**config.mk**
```make
export PLATFORM = sky130hd
export DESIGN_NAME = load_dispatcher
export DESIGN_NICKNAME = d
export VERILOG_FILES = /design/src/rtl/load_dispatcher_pkg.sv /design/src/rtl/load_dispatcher_sat.sv /design/src/rtl/load_dispatcher.sv
export SDC_FILE = /design/constraint.sdc
export NUM_CORES = 1
export LEC_CHECK = 0
export CAP_MARGIN = 20
export CELL_PAD_IN_SITES_DETAIL_PLACEMENT = 2
export CELL_PAD_IN_SITES_GLOBAL_PLACEMENT = 2
export CORE_MARGIN = 3
export CORE_UTILIZATION = 29
export CTS_BUF_LIST = sky130_fd_sc_hd__clkbuf_2
export DETAILED_ROUTE_END_ITERATION = 8
export PLACE_DENSITY_LB_ADDON = 0.1
export SETUP_SLACK_MARGIN = 0.4
export SYNTH_ARGS = -nofsm -noshare
export SYNTH_HDL_FRONTEND = slang
export SYNTH_SLANG_ARGS = --single-unit
```
**constraint.sdc**
```tcl
create_clock -name clk -period 2.36 [get_ports clk]
set_clock_uncertainty 0.15 [all_clocks]
set_input_delay 0.708 -clock clk [delete_from_list [all_inputs] [get_ports clk]]
set_output_delay 0.708 -clock clk [all_outputs]
set_load 0.1 [all_outputs]
```
**src/rtl/load_dispatcher_pkg.sv**
```systemverilog
// load_dispatcher_pkg: shared queue count, counter width and settle FSM encoding
package load_dispatcher_pkg;
  localparam int NQ = 4;
  localparam int COUNT_W = 3;
  localparam int MAX_COUNT = 2**COUNT_W - 1;
  localparam logic [0:0] IDLE = 1'b0;
  localparam logic [0:0] SETTLE = 1'b1;
endpackage

```
**src/rtl/load_dispatcher_sat.sv**
```systemverilog
// sat_updown_counter: occupancy counter that never wraps in either direction
module sat_updown_counter
  import load_dispatcher_pkg::*;
(
  input  logic               clk,
  input  logic               rst_n,
  input  logic               i_inc,
  input  logic               i_dec,
  output logic [COUNT_W-1:0] o_count,
  output logic               o_at_max,
  output logic               o_underflow,
  output logic               o_change
);
  logic [COUNT_W-1:0] r_count;
  logic w_up, w_dn;
  assign o_count = r_count;
  assign o_at_max = r_count == COUNT_W'(MAX_COUNT);
  assign o_underflow = i_dec && r_count == '0;
  // a simultaneous arrival and departure cancel out
  assign w_up = i_inc && !i_dec && !o_at_max;
  assign w_dn = i_dec && !i_inc && r_count != '0;
  assign o_change = w_up || w_dn;
  always_ff @(posedge clk or negedge rst_n)
    if (!rst_n) r_count <= '0;
    else r_count <= w_up ? r_count + COUNT_W'(1) : w_dn ? r_count - COUNT_W'(1) : r_count;
endmodule

```
**src/rtl/load_dispatcher.sv**
```systemverilog
// load_dispatcher: feeds queue occupancies to get_mini and dispatches jobs to its chosen queue
module load_dispatcher
  import load_dispatcher_pkg::*;
#(
  parameter int SETTLE_CYCLES = 1
) (
  input  logic               clk,
  input  logic               rst_n,
  input  logic               job_valid,
  output logic               job_ready,
  input  logic [3:0]         mini,
  input  logic [3:0]         done_valid,
  output logic [COUNT_W-1:0] nums1,
  output logic [COUNT_W-1:0] nums2,
  output logic [COUNT_W-1:0] nums3,
  output logic [COUNT_W-1:0] nums4,
  output logic               disp_valid,
  output logic [1:0]         disp_idx,
  output logic               err_underflow,
  output logic               full
);
  localparam int SW = $clog2(SETTLE_CYCLES + 1);
  logic [0:0] r_state;
  logic [SW-1:0] r_settle_cnt;
  logic r_disp_valid, r_err;
  logic [1:0] r_disp_idx;
  logic [NQ-1:0] w_inc, w_at_max, w_uf, w_chg;
  logic [COUNT_W-1:0] w_count [NQ];
  logic w_accept, w_reload;
  for (genvar i = 0; i < NQ; i++) begin : g_q
    assign w_inc[i] = w_accept && mini[1:0] == 2'(i);
    sat_updown_counter u_cnt (
      .clk(clk), .rst_n(rst_n), .i_inc(w_inc[i]), .i_dec(done_valid[i]),
      .o_count(w_count[i]), .o_at_max(w_at_max[i]), .o_underflow(w_uf[i]), .o_change(w_chg[i])
    );
  end
  // readiness uses pre-edge counts, so a full queue never accepts even while retiring
  assign job_ready = r_state == IDLE && mini[3:2] == 2'b00 && !w_at_max[mini[1:0]];
  assign w_accept = job_valid && job_ready;
  assign w_reload = w_accept || |w_chg;
  always_ff @(posedge clk or negedge rst_n)
    if (!rst_n) begin
      r_state <= SETTLE;
      r_settle_cnt <= SW'(SETTLE_CYCLES);
      r_disp_valid <= 1'b0;
      r_disp_idx <= 2'd0;
      r_err <= 1'b0;
    end else begin
      r_disp_valid <= w_accept;
      r_disp_idx <= w_accept ? mini[1:0] : r_disp_idx;
      r_err <= |w_uf;
      if (w_reload) begin
        r_state <= SETTLE;
        r_settle_cnt <= SW'(SETTLE_CYCLES);
      end else if (r_state == SETTLE) begin
        r_settle_cnt <= r_settle_cnt - SW'(1);
        r_state <= r_settle_cnt <= SW'(1) ? IDLE : SETTLE;
      end
    end
  assign nums1 = w_count[0];
  assign nums2 = w_count[1];
  assign nums3 = w_count[2];
  assign nums4 = w_count[3];
  assign disp_valid = r_disp_valid;
  assign disp_idx = r_disp_idx;
  assign err_underflow = r_err;
  assign full = &w_at_max;
endmodule
```
==> results of run 1 <==
[through the flow]
stage	util (%)	setup TNS [ps]	cell area (um2)
2_1_floorplan	-	-2735	1719
3_3_place_gp	50.60	-9432	2437
3_5_place_dp	50.60	-10940	2437
[cells in the mapped netlist, types with 2 or more instances]
cell	count	area, um2
a21oi_1	5	25.02
nand2_1	8	30.03
or4b_1	2	20.02
dfrtp_1	16	400.4
nor4_1	2	12.51
mux2_1	3	33.78
clkbuf_1	13	48.80
a2111oi_0	2	17.52
or3_1	3	18.77
nor2_1	11	41.29
o221a_1	2	22.52
a211o_1	2	17.52
fa_1	4	80.08
a211oi_1	6	45.04
and3_1	4	25.02
xnor2_1	3	26.28
nor4bb_1	2	20.02
nor3_1	6	30.03
inv_1	7	26.28
nand3_1	9	45.04
nand4_1	6	37.54
nor4b_1	2	17.52
nand2b_1	4	25.02
a31oi_1	7	43.79
o31a_1	2	17.52
o21ai_0	3	15.01
nor3b_1	2	15.01
[cells by family after synthesis]
family / Yosys count / share of synthesized area [%]
compound gates: 40 / 21.53
flops: 17 / 28.90
buf+inv: 22 / 6.102
xor+xnor: 3 / 1.780
mux: 6 / 4.745
simple gates: 74 / 31.53
fa+ha+maj: 4 / 5.424
==> results_dict.tcl, run 1 <==
set metrics [dict create \
    synth_ff_type "dfrtp_1" \
    placed_cells 290 \
    start_util_pct 30.65 \
    postCtsResizedCells 91 \
    port-buffer-count 28 \
    rows 25 \
    io_pins 29 \
    hold_buffers 0 \
    dp_slack_ps -1149 \
    die_x_um 77.35 \
    cts_root_buf "clkbuf_2" \
    syn_area_per_cell_um2 8.894 \
    ys_warn_count 0 \
    synth_seq_cells 17 \
    syn_nets 181 \
    clock_path_buffers 2 \
    routabilityCongestion 0.8270 \
    synth_edf_count 0 \
    async_flop_share_pct 100.0 \
    outcome "did not finish" \
    clock_sinks 17 \
    dp.final_hpwl_um 4765 \
    htreeDepth 1 \
    error "[ERROR DPL-0033] detailed placement checks failed during check placement." \
    cts_setup_buffers 21 \
    synth_cell_types 57 \
    die_h_um 77.35 \
    syn_inst 166 \
    stop_stage "clock tree synthesis" \
    synth-seq-area-share_pct 28.90 \
    cts_buffers 3 \
    syn_area_mm2 0.001476 \
]
==> run 2: changes to the inputs <==
Settings changed: CELL_PAD_IN_SITES_DETAIL_PLACEMENT 2 to default, CELL_PAD_IN_SITES_GLOBAL_PLACEMENT 2 to default, CORE_UTILIZATION 29 to 40, CTS_BUF_LIST sky130_fd_sc_hd__clkbuf_2 to default, PLACE_DENSITY_LB_ADDON 0.1 to 0.15, SETUP_SLACK_MARGIN 0.4 to default.
Clock period 2.36 ns to 3.1 ns, I/O delays scaled along.
==> results_dict.tcl, run 2 <==
set metrics [dict create \
    min_period_ps 3033 \
    core_mm2 0.003442 \
    fmax_mhz 329.7 \
    grt_use_total_pct 17.93 \
    p_leak_nw 0.8195 \
    hold_slack_ps 351.6 \
    synthTopCellsByArea "dfrtp_1, fa_1, clkbuf_1" \
    syn_nets 181 \
    period_share_pct 97.84 \
    dp.final_hpwl_um 2898 \
    hold_class "register to register" \
    synth_cell_types 57 \
    dp_slack_ps -432.3 \
    power.total_w 0.002265 \
    finalSetupViolations 0 \
    die_area_mm2 0.004456 \
    overflow 0 \
    antenna_found_initial 0 \
    wire_per_inst_um 15.12 \
    die_h_um 66.76 \
    critPathKind "input port to register" \
    yosysTopAreaCell "dfrtp_1" \
    fillers 296 \
    p_per_area_mw_per_mm2 1084 \
    ff2ff_path_depth 8 \
    switchingPower_w 0.001367 \
    internal_power_w 0.0008986 \
    synth_ff_type "dfrtp_1" \
    cts_buffers 3 \
    port-buffer-count 28 \
    critPathLaunchType "input port" \
    layout_common_cells "buf_4, nor2_1, dfrtp_2" \
    regArea_um2 449.2 \
    grt_max_degree 18 \
    final.setup.worst_slack_ps 67.02 \
    synth_top_area_share_pct 27.12 \
    drtPass1Iterations 4 \
    route.detailed.drc 0 \
    maxCapViolCount 0 \
    maxSlewViolCount 0 \
    syn_area_mm2 0.001476 \
    cp_data_required_time_ps 3090 \
    clock_latency_ps 250 \
    hold_path_depth 1 \
    multi_input_area_mm2 0.001040 \
    path_max_fanout 4 \
    slew_headroom_pct 73.72 \
    placed_cells 253 \
    worst_slew_pin_slew_ps 384.3 \
    start_util_pct 42.89 \
    largest_register_ffs 12 \
    clock_path_buffers 2 \
    clk_pin_slew_ps 70 \
    async_flop_share_pct 100.0 \
    synthTopCellsByCount "dfrtp_1, clkbuf_1, nor2_1" \
    stdcell_count 259 \
    synth_edf_count 0 \
    syn_inst 166 \
    grt_pass1_wl_um 6396 \
    syn_area_per_cell_um2 8.894 \
    finish.utilization_pct 60.74 \
    rows 21 \
    clockPowerShare_pct 7.6 \
    hold_viol 0 \
    synth_most_common_cell "dfrtp_1" \
    pwr-share-comb_pct 66.3 \
    die_x_um 66.76 \
    io_pins 29 \
    ys_warn_count 0 \
    cp-end-kind "register" \
    power_frac_seq_pct 26.1 \
    rsz0062_at_grt "no" \
    synth-seq-area-share_pct 28.90 \
    layout_commonest_cell "buf_4" \
    cts_root_buf "clkbuf_8" \
    drt-initial-drc-count 95 \
    sw_frac_of_total_pct 60.33 \
    final_antenna_net_count 0 \
    htreeDepth 1 \
    drive_gt1_share_pct 40.38 \
    grt_pass1_vias 1429 \
    vias 1504 \
    cts_tree "done" \
    avgViaCountPerCell 5.807 \
    routabilityCongestion 0.8095 \
    n_antenna_cell 0 \
    synthToLayoutAreaGrowth_pct 41.61 \
    ir_drop_uv 570.7 \
    synth_seq_cells 17 \
    routed_wl_um 3915 \
    arrival_ps 3020 \
    clock_sinks 17 \
    outcome "finished clean" \
    layout.nets 229 \
    hold_buffers 0 \
]
run 2: repair_timing:
action,4_1_cts,5_1_grt
pin swaps,1,8
gates cloned,0,0
buffers inserted,0,2
endpoints found under the hold margin,0,0
resized for setup,14,14
setup endpoints to repair,6,6
run 2: layer usage:
layer | share of wire [%] | global-route usage (%) | vias up
met4 | 0 | 2.284 | 0
met5 | 0 | 0 | -
met2 | 48 | 29.95 | 46
met3 | 4.6 | 2.530 | 0
met1 | 47 | 25.10 | 726
li1 | - | - | 732
run 2: final cells by class:
| cell class | instances | area share [%] |
|---|---|---|
| multi-input cells | 127 | 49.73 |
| repair buffers | 58 | 22.62 |
| flip-flops and latches | 17 | 21.48 |
| well taps | 46 | 2.753 |
| clock buffers | 4 | 2.154 |
| inverters | 7 | 1.257 |
run 2: cells by family after synthesis:
family / after synthesis / share of synthesized area, %
AOI/OAI and AO/OA: 40 / 21.53
xor gates and xnor gates: 3 / 1.780
adders and majority gates: 4 / 5.424
buffers and inverters: 22 / 6.102
DFF: 17 / 28.90
muxes: 6 / 4.745
and+or+nand+nor: 74 / 31.53
run 2: per-stage QoR:
step	TNS [ps]	instance area, um2
floorplan	-214.7	1515
global placement	-2439	1979
detailed placement	-2944	1979
CTS	0	2056
global route	0	2091
finish	0	2091
run 2: critical path, cell delays in order:
cell,delay [ps]
clkdlybuf4s15_1,220
or4_4,560
nor4_4,240
inv_1,100
fa_2,430
inv_1,110
or4b_1,120
nand4_1,80
or2_1,240
run 2: path summary, 6_finish.rpt:
path | from | endpoint | slack [ps]
min in group asynchronous | rst_n | g_q[1].u_cnt.o_count[2] | 860
max in group asynchronous | rst_n | r_state | 1680
min reg2reg | disp_idx[1] | disp_idx[1] | 350
max | mini[2] | g_q[0].u_cnt.o_count[2] | 70
max reg2reg | r_state | g_q[0].u_cnt.o_count[2] | 630
min | disp_idx[1] | disp_idx[1] | 350
run 2: power by group through the flow:
| stage | registers [W] | logic, W | clock network, W |
|---|---|---|---|
| floorplan | 0.00118 | 0.000545 | 0 |
| global placement | 0.000580 | 0.00145 | 0 |
| detailed placement | 0.000586 | 0.00148 | 0 |
| CTS | 0.000583 | 0.00149 | 0.000175 |
| global route | 0.000629 | 0.00158 | 0.000186 |
| finish | 0.000590 | 0.00150 | 0.000173 |
(Power assumes the default switching activity.)
